===== src/rtl/mem_access_unit.sv =====
// mem_access_unit: turns multicycle-controller memory strobes into a valid/ready bus
// transaction, holds IR and MDR, and stalls the controller until the access completes.
// Optional build macro MAU_TIMEOUT_EN: abort an access after TIMEOUT_CYCLES without bus_ready.
module mem_access_unit #(
  parameter int DATA_W         = 32,
  parameter int ADDR_W         = 32,
  parameter int TIMEOUT_CYCLES = 16
) (
  input  logic              clk,
  input  logic              rst_n,
  input  logic              iord,
  input  logic              ir_write,
  input  logic              mem_read,
  input  logic              mem_write,
  input  logic [ADDR_W-1:0] pc,
  input  logic [ADDR_W-1:0] alu_out,
  input  logic [DATA_W-1:0] wdata,
  output logic [DATA_W-1:0] instr,
  output logic [5:0]        opcode,
  output logic [5:0]        funct,
  output logic [DATA_W-1:0] mdr,
  output logic              stall,
  output logic              err,
  output logic              bus_valid,
  output logic              bus_we,
  output logic [ADDR_W-1:0] bus_addr,
  output logic [DATA_W-1:0] bus_wdata,
  input  logic              bus_ready,
  input  logic [DATA_W-1:0] bus_rdata
);

  typedef enum logic [1:0] {IDLE, ACCESS, DONE} state_t;

  state_t            state, next_state;
  logic              is_fetch;
  logic              is_read;
  logic              req;
  logic              multi_req;
  logic [ADDR_W-1:0] sel_addr;
  logic              complete;
  logic              abort;

  assign req       = mem_write | ir_write | mem_read;
  assign multi_req = (mem_write & ir_write) | (mem_write & mem_read) | (ir_write & mem_read);
  assign sel_addr  = iord ? alu_out : pc;
  assign complete  = (state == ACCESS) && bus_ready;
  assign opcode    = instr[31:26];
  assign funct     = instr[5:0];

`ifdef MAU_TIMEOUT_EN
  localparam int CNT_W = $clog2(TIMEOUT_CYCLES + 1);
  logic [CNT_W-1:0] wait_cnt;

  // Count ACCESS cycles; cleared while idle so every access starts from zero.
  always_ff @(posedge clk or negedge rst_n) begin
    if (!rst_n) begin
      wait_cnt <= '0;
    end else if (state == ACCESS) begin
      wait_cnt <= wait_cnt + 1'b1;
    end else begin
      wait_cnt <= '0;
    end
  end

  // Limit reached in this ACCESS cycle; a simultaneous bus_ready still completes normally.
  assign abort = (state == ACCESS) && !bus_ready &&
                 (wait_cnt == CNT_W'(TIMEOUT_CYCLES - 1));
`else
  assign abort = 1'b0;
`endif

  // State register.
  always_ff @(posedge clk or negedge rst_n) begin
    if (!rst_n) state <= IDLE;
    else        state <= next_state;
  end

  // Next-state, stall and bus_valid; bus_valid follows the state so reset drops it at once.
  always_comb begin
    next_state = state;
    stall      = 1'b0;
    bus_valid  = 1'b0;
    case (state)
      IDLE: begin
        stall = req;
        if (req) next_state = ACCESS;
      end
      ACCESS: begin
        stall     = 1'b1;
        bus_valid = 1'b1;
        if (complete || abort) next_state = DONE;
      end
      DONE: begin
        next_state = IDLE;
      end
      default: begin
        next_state = IDLE;
      end
    endcase
  end

  // Capture the winning request into the bus registers and load IR/MDR on completion.
  always_ff @(posedge clk or negedge rst_n) begin
    if (!rst_n) begin
      is_fetch  <= 1'b0;
      is_read   <= 1'b0;
      bus_we    <= 1'b0;
      bus_addr  <= '0;
      bus_wdata <= '0;
      instr     <= '0;
      mdr       <= '0;
      err       <= 1'b0;
    end else begin
      if (state == IDLE && req) begin
        bus_we    <= mem_write;
        is_fetch  <= !mem_write && ir_write;
        is_read   <= !mem_write && !ir_write && mem_read;
        bus_addr  <= {sel_addr[ADDR_W-1:2], 2'b00};
        bus_wdata <= wdata;
        if (multi_req || (sel_addr[1:0] != 2'b00)) err <= 1'b1;
      end
      if (complete) begin
        if (is_fetch) instr <= bus_rdata;
        if (is_read)  mdr   <= bus_rdata;
      end else if (abort) begin
        err <= 1'b1;
        if (is_fetch) instr <= '0;
        if (is_read)  mdr   <= '0;
      end
    end
  end

endmodule


===== config.mk =====
export PLATFORM = sky130hd
export DESIGN_NAME = mem_access_unit
export DESIGN_NICKNAME = d
export VERILOG_FILES = /design/src/rtl/mem_access_unit.sv
export SDC_FILE = /design/constraint.sdc
export NUM_CORES = 1
export LEC_CHECK = 0
export BUFFER_PORTS_ARGS = -buffer_cell sky130_fd_sc_hd__buf_2
export CAP_MARGIN = 20
export CELL_PAD_IN_SITES_DETAIL_PLACEMENT = 1
export CELL_PAD_IN_SITES_GLOBAL_PLACEMENT = 2
export CORE_ASPECT_RATIO = 1.25
export CORE_MARGIN = 3
export CORE_UTILIZATION = 30
export DETAILED_ROUTE_END_ITERATION = 10
export GPL_ROUTABILITY_DRIVEN = 0
export HOLD_SLACK_MARGIN = 0.1
export PLACE_DENSITY = 0.86
export SLEW_MARGIN = 30
export SYNTH_ARGS = -nofsm -noshare
export SYNTH_HDL_FRONTEND = slang
export SYNTH_SLANG_ARGS = --single-unit

===== constraint.sdc =====
create_clock -name clk -period 2 [get_ports clk]
set_clock_uncertainty 0.1 [all_clocks]
set_input_delay 0.4 -clock clk [delete_from_list [all_inputs] [get_ports clk]]
set_output_delay 0.4 -clock clk [all_outputs]
set_load 0.005 [all_outputs]

==> impl_metrics.csv, run 1 <==
group,metric,value,unit
setup_path,slowest_stage,"dfrtp_2",
floorplan,dieArea,0.0207,mm2
cts,cts_tree,"done",
run_status,status,"finished, final reports clean",
synth,synthSimpleGateAreaFrac,1.60,%
floorplan,start_util,31.0,%
synth,synth_compound_area_share,0.901,%
cts,clock_sinks,132,
final_layout,drive_above_1_share,69.8,%
synth,syn-instance-count,341,
cts,h-tree-depth,4,
cts,cts_root_buf,"clkbuf_16",
synth,synthTopCellsByArea,"dfrtp_1 (58%), mux2_4 (16%), mux2_2 (13%)",
synth,netlist_top_cells_count,"dfrtp_1 (132), mux2_2 (66), mux2_4 (60), mux2_1 (31), buf_4 (15)",
route,routedWlPerCell,18.0,um
synth,synthFlopType,"dfrtp_1",
synth,syn_area_per_cell,16.7,um2
route,wl,15800,um
floorplan,ios,279,
sta,layout_setup_ws,77.9,ps
synth,yosys.area.top_type,"dfrtp_1",
grt,antenna_found_initial,1,
sta,hold_viol_final,0,
power_and_ir_drop,total_power,12.7,mW
grt,grt_pass1_wl,24000,um
place,io_buffers,276,
synth,synth_top_family_by_area,"multiplexers",
final_layout,nFillCells,1963,
sta,min_period,1920,ps
place,dp.cells,826,
synth,synth.yosys.seq_area_share,58.0,%
route,via_per_inst,4.49,
setup_path,cpPeakStageDelay,430,ps
power_and_ir_drop,ir_drop,0.000624,V
final_layout,fin_util,43.9,%
floorplan,core-area,0.0184,mm2
sta,period_share,96.1,%
setup_path,critPathMostFrequentCell,"buf_4",
synth,ys_seq_elements,132,
grt,grt_max_degree,43,
grt,globalRouteOverflowTotal,0,
synth,synth_xor_area_share,0,%
place,dp_hpwl,12000,um
synth,synth-async-reset-ratio,100,%
route,drc,0,
grt,gr-usage-all-layers,14.8,%
final_layout,diodes,0,
route,drt_iter0_markers,118,
setup_path,worstSetupEndpointType,"output pin",
floorplan,die_w,129,um
setup_path,path_max_fanout,5,
cts,clock_path_buffers,2,
setup_path,crit_chain,"nor2_4, o31ai_4, buf_4, nand2_1, buf_4",
synth,synth-edff-count,0,
synth,synth_top_area_share,58.0,%
sta,fmax,520,MHz
power_and_ir_drop,p_leak,4.14,nW
setup_path,crit_type,"reg -> out",
cts,clkLatencyLatePin,400,ps
synth,synth_area,0.00569,mm2
cts,cts_inserted_buffers,17,
final_layout,fin_nets,772,
floorplan,fp-row-count,55,
grt,first_global_vias,4485,
final_layout,stdcell_count,876,
setup_path,worstPathArrival,1420,ps
flow_run,maxCapViolCount,0,
synth,synth_cell_types,25,
worst_hold_path,min_path_type,"in -> reg",
cts,cts.clk_slew.worst_paths,60,ps
route,antenna_left,0,
place,place_ws,170,ps
synth,synth_mux_area_share,35.0,%
synth,yosysMostFrequentCell,"dfrtp_1",
synth,ys_warn_count,0,
route,drt_first_pass_iters,4,
sta,setup_violations,0,
setup_path,worstPathRequired,1500,ps
power_and_ir_drop,power_density,1570,mW/mm2
sta,drv_slew,0,
final_layout,areaGrowthSynthToFinish,41.8,%
floorplan,die_h,160,um
synth,yosys.area_share.adder,0,%
setup_path,startpoint_type,"flip-flop",
route,via_count,3929,
[path summary, 6_finish.rpt]
| path | slack, ps | start | to | cells past startpoint |
|---|---|---|---|---|
| worst max-delay path | 80 | state[1]$_DFFE_PN0P_ | stall | 5 |
| worst min-delay path | 120 | wdata[17] | bus_wdata[17]$_DFFE_PN0P_ | 2 |
| worst max register to register | 230 | state[0]$_DFFE_PN0P_ | mdr[9]$_DFFE_PN0P_ | 6 |
| worst min register to register | 390 | bus_wdata[10]$_DFFE_PN0P_ | bus_wdata[10]$_DFFE_PN0P_ | 1 |
| max in group asynchronous | 830 | rst_n | state[1]$_DFFE_PN0P_ | 3 |
| min in group asynchronous | 380 | rst_n | bus_wdata[9]$_DFFE_PN0P_ | 2 |
[worst max-delay path, delay by kind of cell (launching register included)]
kind / cells / cell delay, ps
compound gates: 1 / 80
buf+inv: 2 / 290
flops: 1 / 430
simple gates: 2 / 220
[layout by cell type, fill, tap and decap left out, drive strengths merged, types with 2 or more instances in the layout]
cell type,n
buf,291
mux2,157
dfrtp,132
clkbuf,22
dlygate4sd3,16
clkinvlp,3
nor2,3
clkinv,3
nand3,2
nor3,2
a21oi,2
conb,2
bufinv,2
[sequential cells by signal, summed over array words and instances (netlist names)]
| signal | count |
|---|---|
| bus_wdata | 32 |
| instr | 32 |
| mdr | 32 |
| bus_addr | 30 |
| state | 2 |
| bus_we | 1 |
| err | 1 |
| is_fetch | 1 |
| is_read | 1 |
[metrics by stage]
stage | hold WS [ps] | instance area, um2 | TNS [ps]
global route | 101 | 8070 | -4.69
detailed placement | 252 | 7290 | 0
finish | 123 | 8070 | 0
CTS | 102 | 8040 | 0
global placement | 242 | 7290 | 0
floorplan | 4.41 | 5700 | 0
[repair_timing]
item                                    4_1_cts  5_1_grt
hold endpoints to repair                     49        1
gates resized for setup                       1        2
pin swaps                                     0        1
endpoints found under the setup margin        1        1
buffers inserted                              1        3
hold buffers                                 15        1
[power breakdown]
group | switching (mW) | internal [mW]
Sequential | 0.785 | 4.03
Combinational | 1.87 | 2.92
Clock | 1.10 | 1.95
Total | 3.76 | 8.91
[cell type report]
type                    count  area, um2  share of cell area [%]
clock buffers              22        484                    6.00
clock inverters             8        101                    1.26
inverters                   1       3.75                  0.0465
multi-input cells         178       2160                    26.7
flip-flops and latches    132       3300                    40.9
well taps                 228        285                    3.53
repair buffers            307       1740                    21.5
[logic make-up after synthesis]
family | after synthesis
buffers and inverters | 32
AOI/OAI and AO/OA | 7
and+or+nand+nor | 12
muxes | 157
other | 1
DFF | 132
[routing by layer]
layer | up-vias | wire, um | part of all wire (%) | track usage, %
li1 | 1780 | - | - | -
met1 | 1950 | 5790 | 37 | 15.5
met2 | 179 | 8320 | 53 | 27.3
met3 | 18 | 1430 | 9.1 | 5.85
met4 | 2 | 201 | 1.3 | 4.01
met5 | - | 13 | 0.082 | 0
Power figures use the tool's default switching activity.
==> run 2: changes to the inputs <==
--- a/config.mk
+++ b/config.mk
@@ -7,5 +7,5 @@
 export LEC_CHECK = 0
 export BUFFER_PORTS_ARGS = -buffer_cell sky130_fd_sc_hd__buf_2
-export CAP_MARGIN = 20
+export CAP_MARGIN = 5
 export CELL_PAD_IN_SITES_DETAIL_PLACEMENT = 1
 export CELL_PAD_IN_SITES_GLOBAL_PLACEMENT = 2
==> constraint.sdc (replaced) <==
create_clock -name clk -period 2 [get_ports clk]
set_clock_uncertainty 0.1 [all_clocks]
set_input_delay 0.1 -clock clk [delete_from_list [all_inputs] [get_ports clk]]
set_output_delay 0.1 -clock clk [all_outputs]
set_load 0.005 [all_outputs]
==> impl_metrics.csv, run 2 (synthesis results as in run 1) <==
group,metric,value,unit
run_status,status,"finished, final reports clean",
grt,met1_usage,18.9,%
final_layout,nFillCells,1907,
route,via_count,4440,
setup_path,critPathMostFrequentCell,"buf_2",
grt,grt_pass1_wl,27900,um
grt,grt_max_degree,59,
route,antenna_left,0,
route,wl,18300,um
sta,min_period,1770,ps
cts,clkLatencyLatePin,400,ps
sta,max_slew_margin,63.9,%
grt,first_global_vias,5139,
power_and_ir_drop,p_sw_share,30.4,%
final_layout,drive_above_1_share,58.7,%
grt,antenna_found_initial,1,
cts,clock_sinks,132,
cts,h-tree-depth,4,
setup_path,cpPeakStageDelay,540,ps
final_layout,final_common_cell,"buf_2",
place,dp.cells,825,
floorplan,start_util,31.0,%
power_and_ir_drop,p_int,8.97,mW
sta,setup_violations,0,
setup_path,slowest_stage,"dlygate4sd3_1",
flow_run,maxCapViolCount,0,
sta,worst_pin_slew,541,ps
cts,cts_resized,0,
power_and_ir_drop,ir_drop,0.000614,V
cts,cts_tree,"done",
grt,gr-usage-all-layers,17.4,%
floorplan,die_w,129,um
setup_path,worstSetupEndpointType,"output pin",
place,dp_hpwl,11700,um
route,drt_iter0_markers,115,
grt,busiest_layer,"met2",
setup_path,worstPathRequired,1800,ps
cts,clock_path_buffers,2,
floorplan,core-area,0.0184,mm2
setup_path,crit_buf_inv,4,
sta,hold_viol_final,0,
place,io_buffers,276,
route,routedWlPerCell,18.5,um
grt,grt_use_met2,31.0,%
setup_path,worstPathArrival,1570,ps
setup_path,crit_chain,"dlygate4sd3_1, buf_2, o31ai_4, buf_4, nand2_1, buf_2",
sta,fin_tns_setup,0,ps
setup_path,r2r_slack,360,ps
final_layout,reg_top3,"bus_wdata x32, instr x32, mdr x32",
final_layout,fin_util,49.9,%
grt,globalRouteOverflowTotal,0,
power_and_ir_drop,clkPwrFrac,24.0,%
sta,fmax,566,MHz
cts,hold_buffers,132,
power_and_ir_drop,net-switching-power,3.91,mW
setup_path,crit_family,"buffers and inverters",
power_and_ir_drop,seqPwrFrac,37.7,%
final_layout,fin_nets,883,
floorplan,ios,279,
grt,met3_usage,5.45,%
floorplan,dieArea,0.0207,mm2
power_and_ir_drop,pwr-share-comb,38.3,%
power_and_ir_drop,power_density,1410,mW/mm2
final_layout,seqCellArea,0.00330,mm2
sta,period_share,88.3,%
final_layout,areaGrowthSynthToFinish,61.0,%
final_layout,stdcell_count,990,
floorplan,fp-row-count,55,
worst_hold_path,min_path_type,"in -> reg",
cts,post_cts_buffers,0,
route,via_per_inst,4.48,
cts,cts.clk_slew.worst_paths,60,ps
setup_path,path_max_fanout,9,
power_and_ir_drop,total_power,12.9,mW
sta,drv_slew,0,
cts,cts_root_buf,"clkbuf_16",
cts,cts_inserted_buffers,17,
final_layout,multi_input_area,0.00215,mm2
power_and_ir_drop,p_leak,4.59,nW
floorplan,die_h,160,um
route,drt_first_pass_iters,4,
setup_path,startpoint_type,"input port",
final_layout,final_cell_mix,"buf_2 (275), dfrtp_1 (132), dlygate4sd3_1 (132)",
route,drc,0,
setup_path,crit_type,"in -> out",
sta,rsz0062_at_grt,"false",
-- run 2: cell types whose count changed in the layout (fill, tap and decap cells not counted), moves of 2 or more --
cell	change
inv_6	+2
dlygate4sd3_1	+116
buf_4	-3
buf_12	-3
-- run 2: path summary, 6_finish.rpt --
path                                      startpoint                   endpoint  cells past startpoint
max                                         mem_read                      stall                      6
min                                       alu_out[0]            err$_DFFE_PN0P_                      4
max reg2reg                     state[1]$_DFFE_PN0P_         mdr[9]$_DFFE_PN0P_                      5
min reg2reg                bus_wdata[17]$_DFFE_PN0P_  bus_wdata[17]$_DFFE_PN0P_                      1
max in group asynchronous                      rst_n      instr[16]$_DFFE_PN0P_                      3
min in group asynchronous                      rst_n   bus_wdata[5]$_DFFE_PN0P_                      2
-- run 2: through the flow --
stage / setup WS [ps] / cell area (um2) / hold slack, ps
6_report: 235 / 9170 / 118
5_1_grt: 175 / 9170 / 128
4_1_cts: 232 / 9160 / 109
3_5_place_dp: 360 / 7240 / 0.273
3_3_place_gp: 416 / 7240 / -5.12
2_1_floorplan: 524 / 5700 / -296
-- run 2: area by class of cell --
class	count	area share (%)
antenna	1	0.0273
clock buffer	22	5.17
clock inverter	10	1.34
inverter	1	0.0410
multi-input combinational	178	23.5
sequential	132	36.0
tap	228	3.11
timing repair buffer	418	30.8
-- run 2: worst min-delay path: cells and delay by family --
family	cells	cell delay (ps)
compound gates	2	320
simple gates	1	50
buf+inv	1	110
-- run 2: per-layer routing --
metal  part of all wire (%)  vias up
li1                       -     2003
met1                     38     2188
met2                     52      212
met3                    7.0       37
met5                      0        -
met4                    2.8        0
-- run 2: power by group through the flow --
stage | clock network [mW] | registers, mW | logic, mW
after floorplan | 0 | 4.87 | 2.60
after global placement | 0 | 4.80 | 4.52
after detailed placement | 0 | 4.87 | 4.71
after CTS | 3.17 | 4.86 | 4.93
after global routing | 3.32 | 5.05 | 5.32
final | 3.09 | 4.86 | 4.93
==> run 3: changes to the inputs <==
- clock period: 2 -> 1.7 ns (I/O delays scaled with it)
==> impl_metrics.csv, run 3 (synthesis results as in run 1) <==
group,metric,value,unit
run_status,status,"finished, final reports clean",
floorplan,die_h,160,um
route,drc,0,
route,via_count,4490,
grt,first_global_vias,5259,
grt,antenna_found_initial,2,
final_layout,nFillCells,1889,
floorplan,fp-row-count,55,
final_layout,fin_area,0.00935,mm2
grt,busiest_layer,"met2",
setup_path,crit_type,"in -> reg",
sta,min_period,1690,ps
floorplan,ios,279,
power_and_ir_drop,net-switching-power,4.74,mW
route,via_per_inst,4.49,
route,antenna_left,0,
setup_path,startpoint_type,"input port",
floorplan,start_util,31.0,%
cts,cts_root_buf,"clkbuf_16",
grt,met1_usage,18.6,%
setup_path,reg2reg_depth,5,
sta,drv_slew,0,
setup_path,reg2reg_from,"state[1]$_DFFE_PN0P_",
power_and_ir_drop,power_density,1650,mW/mm2
power_and_ir_drop,p_int,10.7,mW
worst_hold_path,min_path_cells,4,
grt,met3_usage,4.48,%
final_layout,multi_input_area,0.00216,mm2
cts,clock_sinks,132,
floorplan,dieArea,0.0207,mm2
sta,setup_violations,0,
worst_hold_path,min_path_type,"in -> reg",
final_layout,areaGrowthSynthToFinish,64.2,%
power_and_ir_drop,total_power,15.4,mW
grt,gr-usage-all-layers,17.6,%
place,dp_hpwl,11500,um
power_and_ir_drop,seqPwrFrac,37.1,%
grt,grt_pass1_wl,28400,um
setup_path,worstPathRequired,1870,ps
sta,fmax,591,MHz
route,drt_first_pass_iters,4,
setup_path,path_max_fanout,32,
final_layout,stdcell_count,1000,
grt,grt_max_degree,65,
final_layout,reg_top3,"bus_wdata x32, instr x32, mdr x32",
floorplan,die_w,129,um
sta,rsz0062_at_grt,"true",
final_layout,final_cell_mix,"buf_2 (275), dlygate4sd3_1 (138), dfrtp_1 (130)",
flow_run,maxCapViolCount,0,
grt,globalRouteOverflowTotal,0,
place,place_area,0.00727,mm2
setup_path,r2r_slack,30,ps
setup_path,worstPathArrival,1870,ps
route,drt_iter0_markers,121,
cts,cts_inserted_buffers,17,
route,wl,19300,um
cts,cts.clk_slew.worst_paths,60,ps
worst_hold_path,holdPathEnd,"is_read$_DFFE_PN0P_",
final_layout,drive_above_1_share,58.7,%
final_layout,fin_nets,892,
final_layout,seqCellArea,0.00331,mm2
worst_hold_path,min-delay-start,"mem_write",
cts,cts_tree,"done",
final_layout,final_common_cell,"buf_2",
setup_path,r2r_end,"instr[26]$_DFFE_PN0P_",
cts,h-tree-depth,4,
cts,clock_path_buffers,2,
power_and_ir_drop,pwr-share-comb,39.8,%
floorplan,core-area,0.0184,mm2
grt,grt_use_met2,33.0,%
place,dp.cells,823,
setup_path,worstSetupEndpointType,"flip-flop",
power_and_ir_drop,p_leak,4.67,nW
power_and_ir_drop,ir_drop,0.000708,V
cts,clkLatencyLatePin,400,ps
power_and_ir_drop,p_sw_share,30.7,%
route,routedWlPerCell,19.3,um
sta,period_share,99.6,%
sta,hold_viol_final,0,
power_and_ir_drop,clkPwrFrac,23.1,%
place,io_buffers,276,
-- run 3: cell types whose count changed in the layout (fill, tap and decap cells not counted), sizes merged --
cell,previous run,this run
clkbuf,22,23
diode,1,2
dlygate4sd3,132,138
inv,3,2
clkinvlp,3,4
clkinv,3,5
-- run 3: metal layers --
metal / share of wire (%) / vias to the layer above
li1: - / 2021
met1: 37 / 2241
met2: 54 / 196
met3: 6.2 / 32
met4: 2.6 / 0
met5: 0 / -
-- run 3: critical path, stage by stage --
cell and delay [ps]:
dlygate4sd3_1 570, buf_2 180, o31ai_4 320, clkbuf_16 310, mux2_1 360
-- run 3: power by group through the flow --
stage	logic [mW]	clock network (mW)	registers, mW
4_1_cts	5.88	3.68	5.68
6_report	6.16	3.56	5.73
5_1_grt	6.61	3.82	5.94
2_1_floorplan	3.06	0	5.73
3_3_place_gp	5.35	0	5.62
3_5_place_dp	5.55	0	5.70
-- run 3: cell type report --
cell class              count  share of cell area, %
flip-flops and latches    132                   35.4
repair buffers            427                   32.2
multi-input cells         178                   23.1
clock buffers              20                   4.78
well taps                 228                   3.05
clock inverters            12                   1.41
diodes                      2                 0.0535
inverters                   1                 0.0402
-- run 3: worst max-delay path by stage --
stage                                    start                   endpoint  slack, ps
final                                 ir_write  bus_wdata[15]$_DFFE_PN0P_          8
after global routing      state[1]$_DFFE_PN0P_      instr[31]$_DFFE_PN0P_        -30
after CTS                 state[0]$_DFFE_PN0P_       is_fetch$_DFFE_PN0P_         10
after detailed placement  state[1]$_DFFE_PN0P_       instr[5]$_DFFE_PN0P_         40
after global placement    state[1]$_DFFE_PN0P_       instr[5]$_DFFE_PN0P_        120
after floorplan           state[1]$_DFFE_PN0P_        mdr[10]$_DFFE_PN0P_        220
-- run 3: per-stage QoR --
step           worst slack, ps  TNS [ps]  hold WS, ps  utilization (%)
2_1_floorplan              224         0         -311                -
3_3_place_gp               119         0         -103             39.6
3_5_place_dp              40.2         0        -98.1             39.6
4_1_cts                   10.4         0          107             50.2
5_1_grt                  -26.8      -446          225             50.9
6_report                  7.60         0          172             50.9
-- run 3: timing repair --
| item | in CTS | in global routing |
|---|---|---|
| hold buffers | 138 | 1 |
| hold endpoints to repair | 264 | 1 |
| setup endpoints to repair | 0 | 98 |
| gates resized for setup | 0 | 10 |
| buffers inserted | 0 | 1 |
